**config.mk**
```make
export PLATFORM = sky130hd
export DESIGN_NAME = bottom_calc_arbiter_flat
export DESIGN_NICKNAME = d
export VERILOG_FILES = /design/src/rtl/bottom_calc_arbiter_pkg.sv /design/src/rtl/bottom_calc_arbiter_if.sv /design/src/rtl/bottom_calc_arbiter_watchdog.sv /design/src/rtl/bottom_calc_arbiter.sv /design/src/flat_wrapper.sv
export SDC_FILE = /design/constraint.sdc
export NUM_CORES = 1
export LEC_CHECK = 0
export ABC_AREA = 0
export BUFFER_PORTS_ARGS = -buffer_cell sky130_fd_sc_hd__buf_2
export CORE_MARGIN = 4
export CORE_UTILIZATION = 35
export CTS_CLUSTER_DIAMETER = 60
export CTS_CLUSTER_SIZE = 28
export DETAILED_ROUTE_END_ITERATION = 16
export PLACE_DENSITY_LB_ADDON = 0.12
export SLEW_MARGIN = 15
export SYNTH_ARGS = -nofsm -noshare
export SYNTH_HDL_FRONTEND = slang
export SYNTH_SLANG_ARGS = --single-unit
```
**constraint.sdc**
```tcl
create_clock -name clk -period 2.1 [get_ports clk]
set_input_delay 0.105 -clock clk [delete_from_list [all_inputs] [get_ports clk]]
set_output_delay 0.105 -clock clk [all_outputs]
set_load 0.02 [all_outputs]
```
**src/rtl/bottom_calc_arbiter_pkg.sv**
```systemverilog
// Shared types and encodings for the bottom-finder arbiter.
// States, owner codes and piece-context bundle.
package bottom_arb_pkg;

  localparam int BOARD_ROWS = 20;
  localparam int POS_X_W    = 5;
  localparam int POS_Y_W    = 5;
  localparam int BLOCK_W    = 3;
  localparam int STATUS_W   = 2;

  localparam logic [1:0] ST_IDLE   = 2'd0;
  localparam logic [1:0] ST_LAUNCH = 2'd1;
  localparam logic [1:0] ST_WAIT   = 2'd2;

  localparam logic OWN_DROP  = 1'b0;
  localparam logic OWN_GHOST = 1'b1;

  typedef struct packed {
    logic [BLOCK_W-1:0]  block;
    logic [STATUS_W-1:0] status;
    logic [POS_X_W-1:0]  pos_x;
  } piece_ctx_t;

endpackage

```
**src/rtl/bottom_calc_arbiter_if.sv**
```systemverilog
// Requester and finder signal bundle for bottom_calc_arbiter.
// slave = arbiter side, master = environment side.
interface bottom_calc_arbiter_if;
  import bottom_arb_pkg::*;

  logic                drop_req;
  logic [BLOCK_W-1:0]  drop_block;
  logic [STATUS_W-1:0] drop_status;
  logic [POS_X_W-1:0]  drop_pos_x;
  logic                drop_ack;
  logic [POS_Y_W-1:0]  drop_y;
  logic                drop_err;

  logic                ghost_dirty;
  logic [BLOCK_W-1:0]  cur_block;
  logic [STATUS_W-1:0] cur_status;
  logic [POS_X_W-1:0]  cur_pos_x;
  logic                ghost_valid;
  logic [POS_Y_W-1:0]  ghost_y;

  logic [BLOCK_W-1:0]  calc_block;
  logic [STATUS_W-1:0] calc_status;
  logic [POS_X_W-1:0]  calc_pos_x;
  logic                cal_bottom_en;
  logic                finish_cal_bottom;
  logic [POS_Y_W-1:0]  bottom_y;

  modport slave (
    input  drop_req, drop_block, drop_status, drop_pos_x,
    output drop_ack, drop_y, drop_err,
    input  ghost_dirty, cur_block, cur_status, cur_pos_x,
    output ghost_valid, ghost_y,
    output calc_block, calc_status, calc_pos_x, cal_bottom_en,
    input  finish_cal_bottom, bottom_y
  );

  modport master (
    output drop_req, drop_block, drop_status, drop_pos_x,
    input  drop_ack, drop_y, drop_err,
    output ghost_dirty, cur_block, cur_status, cur_pos_x,
    input  ghost_valid, ghost_y,
    input  calc_block, calc_status, calc_pos_x, cal_bottom_en,
    output finish_cal_bottom, bottom_y
  );

endinterface

```
**src/rtl/bottom_calc_arbiter_watchdog.sv**
```systemverilog
// WAIT-state cycle counter; fire marks the last allowed WAIT cycle.
// Only instantiated when BOTTOM_ARB_WATCHDOG_EN is defined.
module bottom_arb_watchdog #(
  parameter int TIMEOUT_CYC = 31
) (
  input  logic clk,
  input  logic rst,
  input  logic clr,
  input  logic en,
  output logic fire
);

  logic [4:0] cnt_q, cnt_d;

  assign fire = en && (cnt_q == 5'(TIMEOUT_CYC - 1));

  always_comb begin
    cnt_d = cnt_q;
    if (clr)
      cnt_d = '0;
    else if (en && !fire)
      cnt_d = cnt_q + 5'd1;
  end

  always_ff @(posedge clk or posedge rst) begin
    if (rst) cnt_q <= '0;
    else     cnt_q <= cnt_d;
  end

endmodule

```
**src/rtl/bottom_calc_arbiter.sv**
```systemverilog
// Shares one bottom finder between hard drop and ghost preview.
// Optional WAIT watchdog: define BOTTOM_ARB_WATCHDOG_EN.
module bottom_calc_arbiter
  import bottom_arb_pkg::*;
#(
  parameter int TIMEOUT_CYC = 31
) (
  input logic clk,
  input logic rst,
  bottom_calc_arbiter_if.slave bus
);

  logic [1:0]         state_q, state_d;
  logic               owner_q, owner_d;
  logic               pend_q, pend_d;
  logic               stale_q, stale_d;
  piece_ctx_t         calc_q, calc_d;
  logic               en_q, en_d;
  logic               ack_q, ack_d;
  logic               err_q, err_d;
  logic [POS_Y_W-1:0] dy_q, dy_d;
  logic               gv_q, gv_d;
  logic [POS_Y_W-1:0] gy_q, gy_d;
  logic               wd_fire;

  if (TIMEOUT_CYC < 24 || TIMEOUT_CYC > 31) begin : g_bad_to
    $error("TIMEOUT_CYC must be in 24..31");
  end

`ifdef BOTTOM_ARB_WATCHDOG_EN
  bottom_arb_watchdog #(
    .TIMEOUT_CYC(TIMEOUT_CYC)
  ) u_wd (
    .clk  (clk),
    .rst  (rst),
    .clr  (state_q == ST_LAUNCH),
    .en   (state_q == ST_WAIT),
    .fire (wd_fire)
  );
`else
  assign wd_fire = 1'b0;
`endif

  always_comb begin
    state_d = state_q;
    owner_d = owner_q;
    pend_d  = pend_q | bus.ghost_dirty;
    stale_d = stale_q;
    calc_d  = calc_q;
    en_d    = 1'b0;
    ack_d   = 1'b0;
    err_d   = 1'b0;
    dy_d    = dy_q;
    gv_d    = gv_q & ~bus.ghost_dirty;
    gy_d    = gy_q;
    unique case (state_q)
      ST_IDLE: begin
        if (bus.drop_req) begin
          calc_d  = '{bus.drop_block, bus.drop_status,
                      bus.drop_pos_x};
          owner_d = OWN_DROP;
          en_d    = 1'b1;
          state_d = ST_LAUNCH;
        end else if (pend_q) begin
          calc_d  = '{bus.cur_block, bus.cur_status,
                      bus.cur_pos_x};
          pend_d  = bus.ghost_dirty;
          stale_d = 1'b0;
          owner_d = OWN_GHOST;
          en_d    = 1'b1;
          state_d = ST_LAUNCH;
        end
      end
      ST_LAUNCH: begin
        if (owner_q == OWN_GHOST && bus.ghost_dirty)
          stale_d = 1'b1;
        state_d = ST_WAIT;
      end
      ST_WAIT: begin
        if (owner_q == OWN_GHOST && bus.ghost_dirty)
          stale_d = 1'b1;
        if (bus.finish_cal_bottom) begin
          state_d = ST_IDLE;
          if (owner_q == OWN_DROP) begin
            ack_d = 1'b1;
            dy_d  = bus.bottom_y;
            gv_d  = 1'b0;
          end else if (!stale_q && !bus.ghost_dirty) begin
            gv_d = 1'b1;
            gy_d = bus.bottom_y;
          end
        end else if (wd_fire) begin
          // finder is stuck: release the owner so play continues
          state_d = ST_IDLE;
          if (owner_q == OWN_DROP) begin
            ack_d = 1'b1;
            err_d = 1'b1;
            dy_d  = '0;
          end else begin
            gv_d   = 1'b0;
            pend_d = 1'b1;
          end
        end
      end
      default: state_d = ST_IDLE;
    endcase
  end

  always_ff @(posedge clk or posedge rst) begin
    if (rst) begin
      state_q <= ST_IDLE;
      owner_q <= OWN_DROP;
      pend_q  <= 1'b0;
      stale_q <= 1'b0;
      calc_q  <= '0;
      en_q    <= 1'b0;
      ack_q   <= 1'b0;
      err_q   <= 1'b0;
      dy_q    <= '0;
      gv_q    <= 1'b0;
      gy_q    <= '0;
    end else begin
      state_q <= state_d;
      owner_q <= owner_d;
      pend_q  <= pend_d;
      stale_q <= stale_d;
      calc_q  <= calc_d;
      en_q    <= en_d;
      ack_q   <= ack_d;
      err_q   <= err_d;
      dy_q    <= dy_d;
      gv_q    <= gv_d;
      gy_q    <= gy_d;
    end
  end

  assign bus.calc_block    = calc_q.block;
  assign bus.calc_status   = calc_q.status;
  assign bus.calc_pos_x    = calc_q.pos_x;
  assign bus.cal_bottom_en = en_q;
  assign bus.drop_ack      = ack_q;
  assign bus.drop_y        = dy_q;
  assign bus.drop_err      = err_q;
  assign bus.ghost_valid   = gv_q;
  assign bus.ghost_y       = gy_q;

endmodule
```
**src/flat_wrapper.sv**
```systemverilog
// flat-port wrapper written by rule: the top's interface ports become plain ports
module bottom_calc_arbiter_flat import bottom_arb_pkg::*;
#(
  parameter int TIMEOUT_CYC = 31
)
  (clk, rst, bus_drop_req, bus_drop_block, bus_drop_status, bus_drop_pos_x, bus_drop_ack, bus_drop_y, bus_drop_err, bus_ghost_dirty, bus_cur_block, bus_cur_status, bus_cur_pos_x, bus_ghost_valid, bus_ghost_y, bus_calc_block, bus_calc_status, bus_calc_pos_x, bus_cal_bottom_en, bus_finish_cal_bottom, bus_bottom_y);
  bottom_calc_arbiter_if bus_i ();
  input logic clk;
  input logic rst;
  input wire logic [$bits(bus_i.drop_req)-1:0] bus_drop_req;
  input wire logic [$bits(bus_i.drop_block)-1:0] bus_drop_block;
  input wire logic [$bits(bus_i.drop_status)-1:0] bus_drop_status;
  input wire logic [$bits(bus_i.drop_pos_x)-1:0] bus_drop_pos_x;
  output wire logic [$bits(bus_i.drop_ack)-1:0] bus_drop_ack;
  output wire logic [$bits(bus_i.drop_y)-1:0] bus_drop_y;
  output wire logic [$bits(bus_i.drop_err)-1:0] bus_drop_err;
  input wire logic [$bits(bus_i.ghost_dirty)-1:0] bus_ghost_dirty;
  input wire logic [$bits(bus_i.cur_block)-1:0] bus_cur_block;
  input wire logic [$bits(bus_i.cur_status)-1:0] bus_cur_status;
  input wire logic [$bits(bus_i.cur_pos_x)-1:0] bus_cur_pos_x;
  output wire logic [$bits(bus_i.ghost_valid)-1:0] bus_ghost_valid;
  output wire logic [$bits(bus_i.ghost_y)-1:0] bus_ghost_y;
  output wire logic [$bits(bus_i.calc_block)-1:0] bus_calc_block;
  output wire logic [$bits(bus_i.calc_status)-1:0] bus_calc_status;
  output wire logic [$bits(bus_i.calc_pos_x)-1:0] bus_calc_pos_x;
  output wire logic [$bits(bus_i.cal_bottom_en)-1:0] bus_cal_bottom_en;
  input wire logic [$bits(bus_i.finish_cal_bottom)-1:0] bus_finish_cal_bottom;
  input wire logic [$bits(bus_i.bottom_y)-1:0] bus_bottom_y;
  assign bus_i.drop_req = bus_drop_req;
  assign bus_i.drop_block = bus_drop_block;
  assign bus_i.drop_status = bus_drop_status;
  assign bus_i.drop_pos_x = bus_drop_pos_x;
  assign bus_drop_ack = bus_i.drop_ack;
  assign bus_drop_y = bus_i.drop_y;
  assign bus_drop_err = bus_i.drop_err;
  assign bus_i.ghost_dirty = bus_ghost_dirty;
  assign bus_i.cur_block = bus_cur_block;
  assign bus_i.cur_status = bus_cur_status;
  assign bus_i.cur_pos_x = bus_cur_pos_x;
  assign bus_ghost_valid = bus_i.ghost_valid;
  assign bus_ghost_y = bus_i.ghost_y;
  assign bus_calc_block = bus_i.calc_block;
  assign bus_calc_status = bus_i.calc_status;
  assign bus_calc_pos_x = bus_i.calc_pos_x;
  assign bus_cal_bottom_en = bus_i.cal_bottom_en;
  assign bus_i.finish_cal_bottom = bus_finish_cal_bottom;
  assign bus_i.bottom_y = bus_bottom_y;
  bottom_calc_arbiter #(.TIMEOUT_CYC(TIMEOUT_CYC)) u_core (.clk(clk), .rst(rst), .bus(bus_i));
endmodule
```
# Word-level counts from Yosys, hierarchy flattened
# Cells that the tools add are included.
# totals
reg_bits,28
input_bits,30
elab_cells,61
# classes
n_eq_ne,7
muxes,25
n_bitwise,4
reduce_logical,13
# ops
operator,count
$mux 10,2
$mux 1,18
$reduce_and 4->1,2
$mux 2,3
$pmux 2 s3,1
$ne 2x1->1 const B,2
$ne 2x2->1 const B,2
$reduce_and 2->1,2
$reduce_bool 2->1,2
$ne 3x2->1 const B,1
$reduce_and 3->1,1
$eq 2x1->1 const B,1
$eq 2x2->1 const B,1
$logic_and 1x1->1,2
$logic_not 1->1,2
$logic_not 2->1,1
$not 1->1,2
$pmux 1 s2,1
$reduce_or 2->1,1
$and 1x1->1,1
$or 1x1->1,1

# Logic depth before layout (Yosys ltp)
# Gate-level depths: netlist of the first run.
# logic_depth
word_depth,6
depth_mapped,6

# Worst setup path after synthesis of the first run
# Ideal clock, no wire load.
# synth_timing
path_kind,register -> register
start,reg u_core.state_q[0]
end,reg u_core.gy_q[0] (netlist: u_core.bus.ghost_y[0])
setup_ps,125
arrival_time_ps,1407
slack_ps,569
path_stages_with_launch,6
path_cell_list,dfrtp_1 inv_1 ha_1 nand2_2 nor4b_4 mux2_2
# synth_between
elab_chain_cells,2
# synth_lines
element,line_no,text
start: declaration,bottom_calc_arbiter.sv:13,"logic [1:0] state_q, state_d;"
start signal: assignment,bottom_calc_arbiter.sv:123,state_q <= state_d;
$eq 2x2->1,n/a,
$reduce_and 4->1 (no line),n/a,
end signal: assignment,bottom_calc_arbiter.sv:133,gy_q <= gy_d;
end: declaration,bottom_calc_arbiter.sv:23,"logic [POS_Y_W-1:0] gy_q, gy_d;"
# Every way passes these cells.
# A chain may end at the register's enable or synchronous reset.

# Worst setup path after layout of the first run
# Ends and elaborated chain as after synthesis.

==> results of run 1 <==
-- report_power, final --
group	switching, mW	total, mW	internal (mW)
combinational	0.599	1.02	0.417
sequential	0.141	0.928	0.787
clock	0.148	0.254	0.106
total	0.888	2.20	1.31
-- layout make-up --
cell class,instances,area (um^2),share of cell area
Clock buffer,4,36.3,0.0221
Inverter,5,18.8,0.0114
Multi-Input combinational cell,62,493,0.300
Sequential cell,28,701,0.427
Tap cell,46,57.6,0.0351
Timing Repair Buffer,60,335,0.204
-- cells in the final DEF, fill, tap and decap left out --
master	synthesis	layout
a21o_1	1	1
a21oi_1	3	3
a2bb2oi_1	1	1
a31oi_1	1	1
buf_2	1	52
buf_4	1	2
clkbuf_4	0	3
clkbuf_8	0	1
conb_1	1	1
dfrtp_1	28	28
dlygate4sd3_1	0	6
ha_1	4	4
inv_1	5	5
mux2_2	12	12
mux2i_1	11	11
nand2_1	10	10
nand2_2	1	1
nand2b_1	1	1
nor2_2	1	1
nor2b_1	1	1
nor3_1	1	1
nor4b_4	1	1
o21ai_0	11	10
o21ai_1	0	1
o21ba_2	1	1
-- registers in the layout, indices dropped and copies added (netlist names) --
register                  cells
u_core.pend_q                 1
u_core.bus.calc_pos_x         5
u_core.owner_q                1
u_core.bus.cal_bottom_en      1
u_core.bus.ghost_valid        1
u_core.bus.drop_y             5
u_core.bus.ghost_y            5
u_core.state_q                2
u_core.bus.calc_status        2
u_core.stale_q                1
u_core.bus.calc_block         3
u_core.bus.drop_ack           1
-- cells by family after synthesis --
family	Yosys count	share of synthesized area
adder cells (fa/ha/maj)	4	0.0406
AO/OA/AOI/OAI	18	0.0833
multiplexers	23	0.199
flip-flops	28	0.569
buffers and inverters	9	0.0315
AND/OR/NAND/NOR	16	0.0741
other	1	0.00304
-- worst paths after layout --
check                      cells past startpoint  slack, ps                              endpoint
max                                            5        410     u_core.bus.ghost_y[0]$_DFFE_PP0P_
max in group asynchronous                      4       1480      u_core.bus.drop_y[0]$_DFFE_PP0P_
min reg2reg                                    2        490  u_core.bus.calc_pos_x[3]$_DFFE_PP0P_
min                                            2         20     u_core.bus.ghost_y[0]$_DFFE_PP0P_
max reg2reg                                    5        410     u_core.bus.ghost_y[0]$_DFFE_PP0P_
min in group asynchronous                      4        360      u_core.bus.drop_y[4]$_DFFE_PP0P_
-- per-stage QoR --
step	hold WS, ps	setup slack, ps	power (mW)	instance area (um^2)	cells
floorplan	170	569	1.61	1230	99
detailed placement	187	392	1.97	1550	195
CTS	1.40	382	2.23	1600	201
global route	1.61	302	2.38	1640	205
global placement	187	461	1.94	1550	195
finish	23.3	414	2.20	1640	205
-- metal layers --
metal | part of all wire | routed length, um
met1 | 0.40 | 989
met2 | 0.52 | 1280
met3 | 0.065 | 159
met4 | 0.0049 | 12
met5 | 0 | 0
-- worst reg2reg max path, cell delays in order (launching register included) --
cell and delay [ps]:
dfrtp_1 430, inv_1 110, ha_1 190, nand2_2 90, nor4b_4 390, mux2_2 380
==> flow_summary.yaml, run 1 <==
timing:
  setup_viol: 0
  period_share: 0.803
  fmax_ghz: 0.593
  setup_tns_ps: 0
  rsz0062_at_grt: "no"
  drv_slew: 0
  min_period_ps: 1690
  hold_viol_final: 0
  finClkSkew_ps: 2.14
clock_network:
  numCtsBuffers: 3
  ctsResizeCount: 0
  post_cts_buffers: 0
  h-tree-depth: 1
  clkTransAtPathRegs_ps: 140
  cts.sinks: 28
  ctsHoldBuffers: 2
  max-clock-path-buffers: 2
  cts_root_buffer: "clkbuf_4"
  clock_latency_ps: 320
  tritoncts: "yes"
routing:
  avgViaCountPerCell: 4.43
  postRouteWirelength_um: 2440
  drt-initial-drc-count: 37
  wl_per_cell_um: 11.9
  ant_nets: 0
  first_pass_iters: 4
  drc: 0
  via_count: 908
grt:
  grt_max_degree: 29
  grt.busiest_layer: "met2"
  grt_use_met1: 0.143
  gr-usage-met2: 0.189
  track_usage: 0.114
  grt.met3_usage: 0.0383
  grt_pass1_vias: 893
  overflow: 0
  grt_pass1_wl_um: 3950
  antenna_found_initial: 0
worst_setup_path:
  worstPathArrival_ps: 1910
  worst-path-buf-inv: 1
  cp_slowest_cell: "dfrtp_1"
  worst_setup_path_start_kind: "flop"
  r2r_start: "u_core.state_q[0]$_DFFE_PP0P_"
  worst-setup-path-type: "flop to flop"
  crit_chain: "inv_1 > ha_1 > nand2_2 > nor4b_4 > mux2_2"
  critPathRequiredTime_ps: 2320
  crit_path_max_fanout: 5
  cp-startpoint: "u_core.state_q[0]$_DFFE_PP0P_"
  max_stage_delay_ps: 430
  setup.worst_path.end_class: "flop"
  crit_family: "simple AND/OR/NAND/NOR gates"
yosys:
  postSynthAreaPerCell_um2: 12.4
  synthTopCellsByArea: "dfrtp_1 (57%), mux2_2 (11%), mux2i_1 (8.9%)"
  ys_seq_area_frac: 0.569
  synthFlopType: "dfrtp_1"
  synthArstFlopShare: 1.00
  synthCells: 99
  synth_area_leader_cell: "dfrtp_1"
  synth_edf_count: 0
  synthTopCellsByCount: "dfrtp_1 (28), mux2_2 (12), mux2i_1 (11), o21ai_0 (11), nand2_1 (10)"
  yosysUniqueCellTypes: 22
  syn_nets: 133
  ys_ff_latch: 28
  synth_warnings: 0
  mappedNetlistArea_mm2: 0.00123
  yosys.area.top_type_share: 0.569
  yosysMostFrequentCell: "dfrtp_1"
cells_and_area:
  nFillCells: 342
  utilization: 0.488
  drive_gt1_frac: 0.465
  finalNetCount: 194
  diodes: 0
  area_growth_pct: 33.2
place:
  place.gp.congestion: 0.715
  io_buffers: 52
  hpwl_um: 1900
pwr:
  power.leakage_nw: 0.857
  peakVddDrop_v: 0.000488
  p_per_area_mw_per_mm2: 1340
die:
  die_area_mm2: 0.00453
  placementRows: 21
  core_area_mm2: 0.00336
  ioPinCount: 54
  die-width_um: 67.3
  initial_core_util: 0.366
  die_y_um: 67.3
worst_hold_path:
  min-delay-path-class: "input pin to flop"
  hold_start: "bus_bottom_y[0]"
job:
  maxCapViolations: 0
outcome:
  status: "complete, no violations"
Note: power is estimated with default switching activity, not from simulation.
==> run 2, diff against run 1 <==
- clock period: 2.1 -> 1.6 ns (I/O delays scaled with it)
==> flow_summary.yaml, run 2 (synthesis gave the netlist of run 1 again) <==
outcome:
  status: "complete, no violations"
worst_setup_path:
  setup.worst_path.end_class: "flop"
  crit_chain: "inv_2 > buf_4 > ha_1 > nand2b_1 > a2bb2oi_2 > mux2_2"
  reg2regPathDepth: 6
  max_stage_delay_ps: 390
  worstReg2RegEnd: "u_core.state_q[0]$_DFFE_PP0P_"
  worst-setup-path-type: "flop to flop"
  crit_family: "flip-flops"
  rrSetupSlack_ps: 80
  crit_path_max_fanout: 2
  r2r_start: "u_core.state_q[0]$_DFFE_PP0P_"
  worst-path-buf-inv: 2
  worst_setup_path_start_kind: "flop"
  critPathRequiredTime_ps: 1830
  cp_slowest_cell: "dfrtp_1"
  worstPathArrival_ps: 1750
grt:
  grt_pass1_vias: 984
  antenna_found_initial: 0
  grt_pass1_wl_um: 4350
  track_usage: 0.125
  overflow: 0
  grt_max_degree: 29
cells_and_area:
  nFillCells: 353
  finalNetCount: 201
  area_growth_pct: 40.9
  drive_gt1_frac: 0.500
  diodes: 0
  layout_commonest_cell: "buf_2"
  final_cell_mix: "buf_2 (52), dfrtp_1 (28), mux2_2 (12)"
timing:
  rsz0062_at_grt: "yes"
  setup_tns_ps: 0
  setup_viol: 0
  finClkSkew_ps: 9.40
  period_share: 0.949
  hold_viol_final: 0
  fin_ws_ps: 81.6
  fmax_ghz: 0.659
  holdWs_ps: 30.5
  drv_slew: 0
  min_period_ps: 1520
routing:
  wl_per_cell_um: 11.8
  first_pass_iters: 2
  postRouteWirelength_um: 2510
  drt-initial-drc-count: 12
  ant_nets: 0
  avgViaCountPerCell: 4.42
  via_count: 936
  drc: 0
pwr:
  peakVddDrop_v: 0.000745
  power.leakage_nw: 0.906
  p_per_area_mw_per_mm2: 1790
die:
  die_y_um: 67.3
  die_area_mm2: 0.00453
  initial_core_util: 0.366
  placementRows: 21
  die-width_um: 67.3
  core_area_mm2: 0.00336
  ioPinCount: 54
place:
  io_buffers: 52
  place_ws_ps: -4.76
  place.gp.congestion: 0.676
clock_network:
  numCtsBuffers: 3
  h-tree-depth: 1
  clock_latency_ps: 330
  cts_root_buffer: "clkbuf_4"
  tritoncts: "yes"
  max-clock-path-buffers: 2
  clkTransAtPathRegs_ps: 150
  cts.sinks: 28
worst_hold_path:
  min-delay-path-class: "input pin to flop"
  hold_start: "bus_cur_block[0]"
  min_to: "u_core.bus.calc_block[0]$_DFFE_PP0P_"
  hold_depth: 3
job:
  maxCapViolations: 0
[run 2: metal layers]
metal  global-route usage  routed length, um
met3               0.0266                116
met2                0.209               1260
met5                    0                  0
met4               0.0456                 26
met1                0.159               1110
[run 2: worst reg2reg max path, delay by kind of cell, from the launching register on]
| kind | cells | cell delay [ps] |
|---|---|---|
| flip-flops | 1 | 390 |
| multiplexers | 1 | 350 |
| adder cells (fa/ha/maj) | 1 | 200 |
| buffers and inverters | 2 | 190 |
| AO/OA/AOI/OAI | 1 | 190 |
| AND/OR/NAND/NOR | 1 | 110 |
[run 2: how the worst max path moves through the flow]
stage                                             start                                 to  slack [ps]  cells after the start
final                     u_core.state_q[0]$_DFFE_PP0P_      u_core.state_q[0]$_DFFE_PP0P_          80                      6
after global routing      u_core.state_q[0]$_DFFE_PP0P_  u_core.bus.ghost_y[4]$_DFFE_PP0P_         -20                      6
after CTS                 u_core.state_q[0]$_DFFE_PP0P_  u_core.bus.ghost_y[2]$_DFFE_PP0P_          10                      6
after detailed placement  u_core.state_q[0]$_DFFE_PP0P_      u_core.state_q[0]$_DFFE_PP0P_          -5                      6
after global placement    u_core.state_q[0]$_DFFE_PP0P_  u_core.bus.ghost_y[1]$_DFFE_PP0P_          60                      6
after floorplan           u_core.state_q[0]$_DFFE_PP0P_  u_core.bus.ghost_y[0]$_DFFE_PP0P_          70                      5
[run 2: timing repair]
| item | in CTS | in global routing |
|---|---|---|
| resized for setup | 0 | 5 |
| setup buffers | 1 | 0 |
| hold buffers | 7 | 0 |
| endpoints found under the hold margin | 39 | 0 |
| setup endpoints to repair | 7 | 7 |
[run 2: per-stage QoR]
step | power (mW) | area [um^2] | utilization | cells
finish | 3.11 | 1740 | 0.516 | 212
global route | 3.36 | 1740 | 0.516 | 212
CTS | 3.12 | 1710 | 0.509 | 212
detailed placement | 2.63 | 1580 | 0.471 | 200
global placement | 2.59 | 1580 | 0.471 | 200
floorplan | 2.11 | 1230 | - | 99
[run 2: report_power, final]
part	switching [mW]	internal, mW
Sequential	0.189	1.03
Clock	0.204	0.253
Combinational	0.809	0.620
Total	1.20	1.91
[run 2: layout make-up]
cell class / instances / area (um^2) / share of cell area
flip-flops and latches: 28 / 701 / 0.403
clock inverters: 1 / 30.0 / 0.0173
multi-input cells: 62 / 517 / 0.298
inverters: 5 / 18.8 / 0.0108
well taps: 46 / 57.6 / 0.0331
clock buffers: 3 / 22.5 / 0.0130
repair buffers: 67 / 390 / 0.225
